$ cat src/rtl/flags_register_unit_pkg.sv
// rtl/flags_register_unit_pkg.sv - flag bit positions, flag vector type and ALU packing helper
package flags_register_unit_pkg;

  localparam int FLAG_ZERO     = 0;
  localparam int FLAG_CARRY    = 1;
  localparam int FLAG_NEGATIVE = 2;
  localparam int FLAG_OVERFLOW = 3;
  localparam int FLAG_WIDTH    = 4;

  typedef logic [FLAG_WIDTH-1:0] flags_t;

  // Assemble the four ALU result bits into architectural flag order.
  function automatic flags_t pack_alu(input logic z, input logic c, input logic n, input logic v);
    flags_t f;
    f                = '0;
    f[FLAG_ZERO]     = z;
    f[FLAG_CARRY]    = c;
    f[FLAG_NEGATIVE] = n;
    f[FLAG_OVERFLOW] = v;
    return f;
  endfunction

endpackage

$ cat src/rtl/flags_register_unit_if.sv
// rtl/flags_register_unit_if.sv - execute-stage flag update bus between pipeline and flags register unit
interface flags_register_unit_if
  import flags_register_unit_pkg::*;
#(
  parameter int STACK_DEPTH = 4
) ();

  localparam int DEPTH_W = $clog2(STACK_DEPTH + 1);

  logic               updateEnable;
  logic               setFlags;
  logic               conditionSatisfied;
  logic               aluZero;
  logic               aluCarry;
  logic               aluNegative;
  logic               aluOverflow;
  logic               writeEnable;
  flags_t             writeData;
  logic               pushRequest;
  logic               popRequest;
  logic               clearError;

  logic               zero;
  logic               carry;
  logic               negative;
  logic               overflow;
  logic [DEPTH_W-1:0] stackDepth;
  logic               stackFull;
  logic               stackEmpty;
  logic               stackError;

  modport master (
    output updateEnable, setFlags, conditionSatisfied,
    output aluZero, aluCarry, aluNegative, aluOverflow,
    output writeEnable, writeData, pushRequest, popRequest, clearError,
    input  zero, carry, negative, overflow,
    input  stackDepth, stackFull, stackEmpty, stackError
  );

  modport slave (
    input  updateEnable, setFlags, conditionSatisfied,
    input  aluZero, aluCarry, aluNegative, aluOverflow,
    input  writeEnable, writeData, pushRequest, popRequest, clearError,
    output zero, carry, negative, overflow,
    output stackDepth, stackFull, stackEmpty, stackError
  );

endinterface

$ cat src/rtl/flags_register_unit_stack.sv
// rtl/flags_register_unit_stack.sv - LIFO of flag snapshots for nested interrupt save/restore
module flags_register_unit_stack
  import flags_register_unit_pkg::*;
#(
  parameter int DEPTH   = 4,
  parameter int DEPTH_W = $clog2(DEPTH + 1)
) (
  input  logic               clk_i,
  input  logic               rst_ni,
  input  logic               push_i,
  input  logic               pop_i,
  input  flags_t             data_i,
  output flags_t             top_o,
  output logic [DEPTH_W-1:0] depth_o,
  output logic               full_o,
  output logic               empty_o,
  output logic               overflow_o,
  output logic               underflow_o
);

  localparam int AW = (DEPTH > 1) ? $clog2(DEPTH) : 1;

  flags_t             mem_q [DEPTH];
  logic [DEPTH_W-1:0] depth_q;
  logic [DEPTH_W-1:0] depth_d;
  logic               do_push;
  logic               do_pop;
  logic [AW-1:0]      wr_idx;
  logic [AW-1:0]      top_idx;

  assign full_o      = (depth_q == DEPTH_W'(DEPTH));
  assign empty_o     = (depth_q == '0);
  // A simultaneous push and pop is a conflict: neither side acts.
  assign do_push     = push_i & ~pop_i & ~full_o;
  assign do_pop      = pop_i & ~push_i & ~empty_o;
  assign overflow_o  = push_i & ~pop_i & full_o;
  assign underflow_o = pop_i & ~push_i & empty_o;

  assign wr_idx  = AW'(depth_q);
  assign top_idx = AW'(depth_q - DEPTH_W'(1));
  assign top_o   = empty_o ? '0 : mem_q[top_idx];
  assign depth_o = depth_q;

  // Depth moves by one per accepted push/pop; guards above keep it from wrapping.
  always_comb begin
    depth_d = depth_q;
    if (do_push) begin
      depth_d = depth_q + DEPTH_W'(1);
    end else if (do_pop) begin
      depth_d = depth_q - DEPTH_W'(1);
    end
  end

  // Snapshot storage and occupancy; popped slots are left stale.
  always_ff @(posedge clk_i or negedge rst_ni) begin
    if (!rst_ni) begin
      depth_q <= '0;
      for (int i = 0; i < DEPTH; i++) begin
        mem_q[i] <= '0;
      end
    end else begin
      depth_q <= depth_d;
      if (do_push) begin
        mem_q[wr_idx] <= data_i;
      end
    end
  end

endmodule

$ cat src/rtl/flags_register_unit.sv
// rtl/flags_register_unit.sv - architectural status flags with ALU capture, PSW write and interrupt save/restore
module flags_register_unit
  import flags_register_unit_pkg::*;
#(
  parameter int STACK_DEPTH = 4
) (
  input logic                  clock,
  input logic                  reset,
  flags_register_unit_if.slave bus
);

  localparam int DEPTH_W = $clog2(STACK_DEPTH + 1);

  flags_t             flags_q;
  flags_t             flags_d;
  flags_t             merged;
  flags_t             alu_flags;
  flags_t             stack_top;
  logic               alu_capture;
  logic               pop_valid;
  logic               err_q;
  logic               err_d;
  logic               new_error;
  logic               stk_full;
  logic               stk_empty;
  logic               stk_overflow;
  logic               stk_underflow;
  logic [DEPTH_W-1:0] stk_depth;

  assign alu_capture = bus.updateEnable & bus.setFlags & bus.conditionSatisfied;
  assign alu_flags   = pack_alu(bus.aluZero, bus.aluCarry, bus.aluNegative, bus.aluOverflow);
  assign pop_valid   = bus.popRequest & ~bus.pushRequest & ~stk_empty;

  // The merged value is what a push saves, so a same-cycle write or ALU update is never lost.
  always_comb begin
    merged = flags_q;
    if (bus.writeEnable) begin
      merged = bus.writeData;
    end else if (alu_capture) begin
      merged = alu_flags;
    end
  end

  // A valid restore overrides any same-cycle write or ALU capture.
  always_comb begin
    flags_d = pop_valid ? stack_top : merged;
  end

  assign new_error = stk_overflow | stk_underflow | (bus.pushRequest & bus.popRequest);

  // Sticky error: a fresh error this cycle beats a clear request.
  always_comb begin
    err_d = err_q;
    if (new_error) begin
      err_d = 1'b1;
    end else if (bus.clearError) begin
      err_d = 1'b0;
    end
  end

  flags_register_unit_stack #(
    .DEPTH   (STACK_DEPTH),
    .DEPTH_W (DEPTH_W)
  ) u_stack (
    .clk_i       (clock),
    .rst_ni      (reset),
    .push_i      (bus.pushRequest),
    .pop_i       (bus.popRequest),
    .data_i      (merged),
    .top_o       (stack_top),
    .depth_o     (stk_depth),
    .full_o      (stk_full),
    .empty_o     (stk_empty),
    .overflow_o  (stk_overflow),
    .underflow_o (stk_underflow)
  );

  // Live flag register and sticky error bit.
  always_ff @(posedge clock or negedge reset) begin
    if (!reset) begin
      flags_q <= '0;
      err_q   <= 1'b0;
    end else begin
      flags_q <= flags_d;
      err_q   <= err_d;
    end
  end

  assign bus.zero       = flags_q[FLAG_ZERO];
  assign bus.carry      = flags_q[FLAG_CARRY];
  assign bus.negative   = flags_q[FLAG_NEGATIVE];
  assign bus.overflow   = flags_q[FLAG_OVERFLOW];
  assign bus.stackDepth = stk_depth;
  assign bus.stackFull  = stk_full;
  assign bus.stackEmpty = stk_empty;
  assign bus.stackError = err_q;

endmodule

$ cat src/flat_wrapper.sv
// flat-port wrapper written by rule: the top's interface ports become plain ports
module flags_register_unit_flat import flags_register_unit_pkg::*;
#(
  parameter int STACK_DEPTH = 4
)
  (clock, reset, bus_updateEnable, bus_setFlags, bus_conditionSatisfied, bus_aluZero, bus_aluCarry, bus_aluNegative, bus_aluOverflow, bus_writeEnable, bus_writeData, bus_pushRequest, bus_popRequest, bus_clearError, bus_zero, bus_carry, bus_negative, bus_overflow, bus_stackDepth, bus_stackFull, bus_stackEmpty, bus_stackError);
  flags_register_unit_if #(.STACK_DEPTH(STACK_DEPTH)) bus_i ();
  input logic clock;
  input logic reset;
  input wire logic [$bits(bus_i.updateEnable)-1:0] bus_updateEnable;
  input wire logic [$bits(bus_i.setFlags)-1:0] bus_setFlags;
  input wire logic [$bits(bus_i.conditionSatisfied)-1:0] bus_conditionSatisfied;
  input wire logic [$bits(bus_i.aluZero)-1:0] bus_aluZero;
  input wire logic [$bits(bus_i.aluCarry)-1:0] bus_aluCarry;
  input wire logic [$bits(bus_i.aluNegative)-1:0] bus_aluNegative;
  input wire logic [$bits(bus_i.aluOverflow)-1:0] bus_aluOverflow;
  input wire logic [$bits(bus_i.writeEnable)-1:0] bus_writeEnable;
  input wire logic [$bits(bus_i.writeData)-1:0] bus_writeData;
  input wire logic [$bits(bus_i.pushRequest)-1:0] bus_pushRequest;
  input wire logic [$bits(bus_i.popRequest)-1:0] bus_popRequest;
  input wire logic [$bits(bus_i.clearError)-1:0] bus_clearError;
  output wire logic [$bits(bus_i.zero)-1:0] bus_zero;
  output wire logic [$bits(bus_i.carry)-1:0] bus_carry;
  output wire logic [$bits(bus_i.negative)-1:0] bus_negative;
  output wire logic [$bits(bus_i.overflow)-1:0] bus_overflow;
  output wire logic [$bits(bus_i.stackDepth)-1:0] bus_stackDepth;
  output wire logic [$bits(bus_i.stackFull)-1:0] bus_stackFull;
  output wire logic [$bits(bus_i.stackEmpty)-1:0] bus_stackEmpty;
  output wire logic [$bits(bus_i.stackError)-1:0] bus_stackError;
  assign bus_i.updateEnable = bus_updateEnable;
  assign bus_i.setFlags = bus_setFlags;
  assign bus_i.conditionSatisfied = bus_conditionSatisfied;
  assign bus_i.aluZero = bus_aluZero;
  assign bus_i.aluCarry = bus_aluCarry;
  assign bus_i.aluNegative = bus_aluNegative;
  assign bus_i.aluOverflow = bus_aluOverflow;
  assign bus_i.writeEnable = bus_writeEnable;
  assign bus_i.writeData = bus_writeData;
  assign bus_i.pushRequest = bus_pushRequest;
  assign bus_i.popRequest = bus_popRequest;
  assign bus_i.clearError = bus_clearError;
  assign bus_zero = bus_i.zero;
  assign bus_carry = bus_i.carry;
  assign bus_negative = bus_i.negative;
  assign bus_overflow = bus_i.overflow;
  assign bus_stackDepth = bus_i.stackDepth;
  assign bus_stackFull = bus_i.stackFull;
  assign bus_stackEmpty = bus_i.stackEmpty;
  assign bus_stackError = bus_i.stackError;
  flags_register_unit #(.STACK_DEPTH(STACK_DEPTH)) u_core (.clock(clock), .reset(reset), .bus(bus_i));
endmodule
$ cat config.mk
export PLATFORM = sky130hd
export DESIGN_NAME = flags_register_unit_flat
export DESIGN_NICKNAME = d
export VERILOG_FILES = /design/src/rtl/flags_register_unit_pkg.sv /design/src/rtl/flags_register_unit_if.sv /design/src/rtl/flags_register_unit_stack.sv /design/src/rtl/flags_register_unit.sv /design/src/flat_wrapper.sv
export SDC_FILE = /design/constraint.sdc
export NUM_CORES = 1
export LEC_CHECK = 0
export CORE_MARGIN = 2
export CORE_UTILIZATION = 25
export CTS_BUF_LIST = sky130_fd_sc_hd__clkbuf_2
export CTS_CLUSTER_DIAMETER = 200
export DETAILED_ROUTE_END_ITERATION = 7
export GPL_TIMING_DRIVEN = 0
export SYNTH_ARGS = -nofsm -noshare
export SYNTH_HDL_FRONTEND = slang
export SYNTH_SLANG_ARGS = --single-unit
$ cat constraint.sdc
create_clock -name clock -period 5.1 [get_ports clock]
set_input_delay 1.02 -clock clock [delete_from_list [all_inputs] [get_ports clock]]
set_output_delay 1.02 -clock clock [all_outputs]
set_load 0.005 [all_outputs]
# After elaboration in Yosys (flattened, before gate mapping)
# Cells that the tools add are included.
# Widths: inputs -> output; s select.
[word_totals]
regBits = 24
out_inout_bits = 10
[op_classes]
order_cmp = 3
eq_ne = 1
reduce_logical = 4
n_addsub = 2
bitwise = 17
n_mux = 14
[op_table]
columns = ["operator", "count"]
rows = [
  ["$mux 4", 7],
  ["$bwmux 16", 1],
  ["$and 1x1->1", 9],
  ["$bmux 4 s2", 1],
  ["$demux 4 s2", 1],
  ["$ge 3x3->1 const B", 2],
  ["$mux 3", 2],
  ["$not 2->3", 2],
  ["$not 1->1", 4],
  ["$reduce_bool 2->1", 2],
  ["$add 3x1->3 const B", 1],
  ["$eq 3x3->1 const B", 1],
  ["$logic_not 3->1", 1],
  ["$lt 3x1->1 const B", 1],
  ["$sub 3x1->3 const B", 1],
  ["$mux 1", 2],
  ["$or 1x1->1", 2],
  ["$logic_and 1x1->1", 1],
]

# Depth between registers and ports, before layout
# Gate-level depths: netlist of the first run.
[depth]
word_depth = 7
ltp_mapped = 7

# Cells and area by module
# A second synthesis of the first run with hierarchy kept.
[hier_totals]
hier_cells = 106
hier_area_um2 = 1298.7
[modules_own_cells]
columns = ["mod", "instances", "cells_per_inst", "area_per_inst_um2", "seq_area_each_um2"]
rows = [
  ["flags_register_unit_stack", 1, 72, 994.7, 475.5],
  ["flags_register_unit", 1, 34, 304.0, 125.1],
]

# Least setup slack after synthesis of the first run
# No wires, ideal clock.
[synth_path]
kind = "reg2out"
startpoint = "register u_core.u_stack.depth_q[0], in the netlist u_core.u_stack.depth_o[0]"
endpoint = "output port bus_stackEmpty"
path_buffers = 1
slack_ns = 3.037
path_stages_with_launch = 5
t_required_ns = 4.080
arrival_ns = 1.043
cell_sequence = "dfrtp_1 buf_6 inv_1 ha_1 ha_1"
[synth_between]
elab_chain_len = 1
[synth_rtl]
columns = ["item", "line_no", "rtl"]
rows = [
  ["start, declared", "flags_register_unit_stack.sv:24", "logic [DEPTH_W-1:0] depth_q;"],
  ["start signal, assigned", "flags_register_unit_stack.sv:62", "depth_q <= depth_d;"],
  ["$logic_not 3->1", "flags_register_unit_stack.sv:32", "assign empty_o = (depth_q == '0);"],
  ["end, declared", "flat_wrapper.sv:28", "output wire logic [$bits(bus_i.stackEmpty)-1:0] bus_stackEmpty;"],
]
# Every way passes these cells.

# Worst setup path after layout of the first run
# Same ends and word-level chain as after synthesis.

==> impl_metrics.py, run 1 <==
metrics = {
    "clock_tree": {
        "cts_hold_buf": 0,
        "ctsResizeCount": 0,
        "cts.sinks": 24,
        "insertion_delay_ps": 340,
        "cts_tree": "yes",
        "cts_buffers": 3,
        "htreeDepth": 1,
        "clockBufferDepth": 2,
        "cts_root_buf": "clkbuf_2",
        "cts.clk_slew.worst_paths_ps": 230,
        "post-cts-setup-buffers": 0,
    },
    "sta": {
        "rsz0062_at_grt": "false",
        "drv_slew": 0,
        "worst-slew-pin-transition_ps": 1035,
        "clock_skew_ps": 4.518,
        "setup_slack_ps": 1996,
        "finalCritPeriodShare_pct": 60.86,
        "hold_viol_final": 0,
        "tns_ps": 0,
        "setup_violations": 0,
        "fin_crit_ps": 3104,
        "fmax_mhz": 322.2,
        "slew_headroom_pct": 30.76,
    },
    "layout": {
        "num-nets-final": 154,
        "seq_area_um2": 600.6,
        "nFillCells": 548,
        "multi_input_area_um2": 679.4,
        "final_cell_area_um2": 1729,
        "area_delta_synth_final_pct": 29.40,
        "antennaDiodeCount": 0,
        "drive_above_1_share_pct": 28.46,
    },
    "route": {
        "routed_wl_mm": 2.886,
        "postRouteAntennaNets": 0,
        "dr.pass1.iters": 4,
        "post_drt_wl_per_cell_um": 14.43,
        "drc": 0,
        "vias_per_cell": 4.635,
        "num_vias": 927,
        "detail_route.iter0.violations": 29,
    },
    "critical_path": {
        "critPathKind": "reg -> out",
        "cp-start-kind": "flip-flop",
        "path_buf_inv": 3,
        "worstPathArrival_ps": 2080,
        "slowest_stage": "clkdlybuf4s50_1",
        "end_kind": "output pin",
        "crit_chain": "buf_6 -> inv_1 -> ha_1 -> ha_1 -> clkdlybuf4s50_1",
        "cp.required_ps": 4080,
        "path_max_fanout": 6,
        "cpMostUsedCell": "ha_1",
        "cpPeakStageDelay_ps": 550,
        "path_delay_family": "buffers and inverters",
    },
    "placement": {
        "port_buffers": 26,
        "place_ws_ps": 2412,
        "placed_area_um2": 1684,
        "dpl.hpwl_mm": 2.246,
        "gp_congestion": 0.7457,
    },
    "pwr": {
        "powerDensity_nw_per_um2": 514.4,
        "total_power_mw": 0.8895,
        "p_leak_nw": 0.7103,
        "ir_worst_vdd_uv": 133.2,
    },
    "synthesis": {
        "synth_mux_area_share_pct": 23.60,
        "syn_avg_cell_area_um2": 13.36,
        "synth_fa_ha_area_share_pct": 5.618,
        "synth_enable_flop_cells": 0,
        "netlist_area_um2": 1336,
        "async_flop_share_pct": 100.0,
        "ys_seq_area_share_pct": 44.94,
        "synth_most_common_cell": "dfrtp_1",
        "ys.flop_type": "dfrtp_1",
        "synthCells": 100,
        "synth_top_area_share_pct": 44.94,
        "ys_ff_latch": 24,
        "yosysTopAreaCell": "dfrtp_1",
        "yosys.area_share.simple_pct": 9.082,
        "synth_top_family_by_area": "multiplexers",
        "syn_nets": 123,
        "synth.area.top_cells": "dfrtp_1, mux2_2, mux4_2",
        "yosys.cell_types.count": 26,
        "synth_xor_area_share_pct": 0.6554,
        "yosys_warnings": 0,
        "ys_top_cells_by_count": "dfrtp_1, mux2_2, inv_1",
        "synth-compound-area-share_pct": 11.89,
    },
    "die": {
        "die_x_um": 77.11,
        "core_area_um2": 5140,
        "die_area_um2": 5946,
        "rows": 26,
        "initial_core_util_pct": 26.00,
        "ioPinCount": 27,
        "die_h_um": 77.11,
    },
    "global_routing": {
        "grt_pass1_vias": 955,
        "grt_max_degree": 25,
        "groute.usage.overall_pct": 10.12,
        "overflow": 0,
        "antenna_found_initial": 0,
        "grt_pass1_wl_mm": 4.774,
    },
    "min_path": {
        "hp-class": "reg -> reg",
    },
    "outcome": {
        "status": "finished, final reports clean",
    },
    "job": {
        "cap_violations": 0,
    },
}
==> cell usage in the layout (no fill, tap or decap), types with 3 or more instances in the layout <==
cell type,synthesis,final
clkdlybuf4s50_1,0,26
ha_1,6,6
nor2_1,4,4
clkbuf_2,0,3
nand3_1,3,3
a311oi_1,5,5
inv_1,8,8
a221oi_2,4,4
mux4_2,4,4
mux2_2,20,20
dfrtp_1,24,24
==> layout make-up <==
class	instances	share of cell area (%)
plain buffers	3	1.520
clock buffers	3	0.8683
clock inverters	1	1.737
inverters	8	1.737
multi-input cells	65	39.29
flip-flops and latches	24	34.73
well taps	70	5.065
repair buffers	26	15.05
==> routing by layer <==
layer  track usage, %  wire length (um)
met3            1.647               104
met4            4.286                33
met5                0                 0
met1            12.20              1276
met2            17.81              1471
==> logic make-up (layout without fill, tap and decap cells) <==
kind of cell,count (synthesis),count (layout)
simple gates,18,18
buf+inv,11,41
fa+ha+maj,6,6
mux,24,24
flops,24,24
xor+xnor,1,1
compound gates,16,16
==> stage by stage <==
stage	util, %	instances	hold slack, ps
2_1_floorplan	-	100	473.9
3_3_place_gp	32.77	196	481.0
3_5_place_dp	32.77	196	492.9
4_1_cts	33.64	200	540.8
5_1_grt	33.64	200	564.4
6_report	33.64	200	539.5
==> final timing paths <==
| kind | startpoint | depth (start not counted) | slack (ps) | end |
|---|---|---|---|---|
| worst max register to register | u_core.u_stack.depth_o[0] | 6 | 3070 | u_core.flags_q[0] |
| worst min register to register | u_core.u_stack.mem_q[8] | 1 | 540 | u_core.u_stack.mem_q[8] |
| min in group asynchronous | reset | 1 | 1200 | u_core.u_stack.mem_q[4] |
| max in group asynchronous | reset | 1 | 3290 | u_core.u_stack.mem_q[14] |
| worst min-delay path | u_core.u_stack.mem_q[8] | 1 | 540 | u_core.u_stack.mem_q[8] |
| worst max-delay path | u_core.u_stack.depth_o[0] | 5 | 2000 | bus_stackEmpty |
==> worst register-to-register path, cell delays in order, from the launching register on <==
cell	delay, ps
dfrtp_1	470
buf_6	170
inv_1	80
ha_1	210
ha_1	270
nor3b_4	380
mux2_2	390
==> report_power, final <==
| part | internal (mW) | switching (mW) |
|---|---|---|
| clock network | 0.0675 | 0.0591 |
| logic | 0.257 | 0.162 |
| registers | 0.282 | 0.0623 |
==> sequential cells by signal, indices dropped and copies added, names as in the netlist <==
register / count
u_core.bus.stackError: 1
u_core.flags_q: 4
u_core.u_stack.depth_o: 3
u_core.u_stack.mem_q: 16
(Power assumes the default switching activity.)
==> inputs of run 2 (changes only) <==
==> constraint.sdc (replaced) <==
create_clock -name clock -period 2.9 [get_ports clock]
set_input_delay 0.58 -clock clock [delete_from_list [all_inputs] [get_ports clock]]
set_output_delay 0.58 -clock clock [all_outputs]
set_load 0.005 [all_outputs]
==> results of run 2 <==
The final DEF is identical to that of run 1. Status: finished, final reports clean.
Among the figures that moved: setup slack after placement 2412 ps -> 651.5 ps; setup slack after layout 1996 ps -> 236.2 ps; register-to-register setup slack 3070 ps -> 870 ps; total power 0.8895 mW -> 1.564 mW; worst IR drop on VDD 133.2 uV -> 234.3 uV
==> inputs of run 3 (changes only) <==
--- a/config.mk
+++ b/config.mk
@@ -5,12 +5,15 @@
 export SDC_FILE = /design/constraint.sdc
 export NUM_CORES = 1
 export LEC_CHECK = 0
+export CELL_PAD_IN_SITES_DETAIL_PLACEMENT = 0
+export CELL_PAD_IN_SITES_GLOBAL_PLACEMENT = 1
 export CORE_MARGIN = 2
 export CORE_UTILIZATION = 25
 export CTS_BUF_LIST = sky130_fd_sc_hd__clkbuf_2
 export CTS_CLUSTER_DIAMETER = 200
 export DETAILED_ROUTE_END_ITERATION = 7
 export GPL_TIMING_DRIVEN = 0
+export PLACE_DENSITY_LB_ADDON = 0.1
 export SYNTH_ARGS = -nofsm -noshare
 export SYNTH_HDL_FRONTEND = slang
 export SYNTH_SLANG_ARGS = --single-unit
==> impl_metrics.py, run 3 (synthesis results as in run 1) <==
metrics = {
    "outcome": {
        "status": "finished, final reports clean",
    },
    "critical_path": {
        "startpoint": "u_core.u_stack.depth_o[0]",
        "path_buf_inv": 3,
        "slowest_stage": "clkdlybuf4s50_1",
        "path_max_fanout": 6,
        "critPathKind": "reg -> out",
        "cp.required_ps": 2320,
        "r2r-start": "u_core.u_stack.depth_o[0]",
        "cpPeakStageDelay_ps": 550,
        "path_delay_family": "buffers and inverters",
        "worstPathArrival_ps": 2080,
        "crit_chain": "buf_6 -> inv_1 -> ha_1 -> ha_1 -> clkdlybuf4s50_1",
        "end_kind": "output pin",
        "cp-start-kind": "flip-flop",
        "cpMostUsedCell": "ha_1",
    },
    "die": {
        "rows": 26,
        "initial_core_util_pct": 26.00,
        "die_area_um2": 5946,
        "ioPinCount": 27,
        "core_area_um2": 5140,
        "die_x_um": 77.11,
        "die_h_um": 77.11,
    },
    "route": {
        "num_vias": 911,
        "vias_per_cell": 4.578,
        "top_layer": "met4",
        "dr.pass1.iters": 4,
        "drc": 0,
        "m1WireLength_mm": 1.318,
        "routed_wl_mm": 2.953,
        "wl_met3_um": 156,
        "detail_route.iter0.violations": 34,
        "postRouteAntennaNets": 0,
        "met2_wirelength_mm": 1.454,
        "post_drt_wl_per_cell_um": 14.84,
    },
    "layout": {
        "final_cell_mix": "clkdlybuf4s50_1, dfrtp_1, mux2_2",
        "largest_register": "u_core.u_stack.mem_q",
        "multi_input_area_um2": 679.4,
        "area_delta_synth_final_pct": 27.15,
        "drive_above_1_share_pct": 27.91,
        "nFillCells": 559,
        "fin_util_pct": 33.06,
        "antennaDiodeCount": 0,
        "num-nets-final": 154,
        "seq_area_um2": 600.6,
        "instances_no_fill": 199,
        "final_common_cell": "clkdlybuf4s50_1",
        "largest_reg_flops": 16,
    },
    "min_path": {
        "hp-class": "reg -> reg",
        "min_from": "u_core.u_stack.mem_q[8]",
    },
    "global_routing": {
        "groute.usage.overall_pct": 10.50,
        "grt_max_degree": 25,
        "grt_pass1_vias": 951,
        "grt_pass1_wl_mm": 4.823,
        "overflow": 0,
        "antenna_found_initial": 0,
    },
    "clock_tree": {
        "htreeDepth": 1,
        "cts.clk_slew.worst_paths_ps": 220,
        "post-cts-setup-buffers": 0,
        "insertion_delay_ps": 330,
        "cts_root_buf": "clkbuf_2",
        "cts_buffers": 3,
        "cts_hold_buf": 0,
        "ctsResizeCount": 0,
        "clockBufferDepth": 2,
        "cts.sinks": 24,
        "cts_tree": "yes",
    },
    "sta": {
        "clock_skew_ps": 6.277,
        "drv_slew": 0,
        "finalCritPeriodShare_pct": 91.62,
        "hold_viol_final": 0,
        "tns_ps": 0,
        "rsz0062_at_grt": "false",
        "setup_violations": 0,
        "fin_crit_ps": 2657,
        "worst-slew-pin-transition_ps": 1106,
        "hold_ws_ps": 531.2,
        "fmax_mhz": 376.4,
        "slew_headroom_pct": 26.06,
    },
    "pwr": {
        "total_power_mw": 1.452,
        "p_leak_nw": 0.6962,
        "powerDensity_nw_per_um2": 854.4,
        "ir_worst_vdd_uv": 320.7,
    },
    "placement": {
        "port_buffers": 26,
        "dpl.hpwl_mm": 2.197,
        "dp.cells": 196,
        "gp_congestion": 0.7238,
    },
    "job": {
        "cap_violations": 0,
    },
}
-- run 3: final timing paths --
check,endpoint,slack (ps),depth (start not counted)
max,bus_stackEmpty,240,5
min,u_core.u_stack.mem_q[8],530,1
max reg2reg,u_core.flags_q[0],820,6
min reg2reg,u_core.u_stack.mem_q[8],530,1
max in group asynchronous,u_core.flags_q[2],1440,1
min in group asynchronous,u_core.u_stack.depth_o[1],800,1
-- run 3: cell type report --
cell class	instances	share of cell area (%)
multi-input combinational	65	39.99
sequential	24	35.35
timing repair buffer	26	15.32
tap	70	5.155
inverter	8	1.767
buffer	3	1.546
clock buffer	3	0.8837
-- run 3: stage by stage --
stage,area [um^2],setup slack (ps)
after floorplan,1336,1069
after global placement,1684,633.1
after detailed placement,1684,645.8
after CTS,1699,211.7
after global routing,1699,81.93
final,1699,242.9
-- run 3: power by group --
group          switching (mW)  internal (mW)
combinational           0.275          0.449
clock                  0.0983         0.0282
sequential              0.105          0.496
total                   0.479          0.973
-- run 3: per-layer routing --
layer / up-vias / global-route usage (%)
met3: 2 / 2.118
li1: 441 / -
met5: - / 0
met1: 441 / 13.54
met2: 27 / 17.46
met4: 0 / 3.750
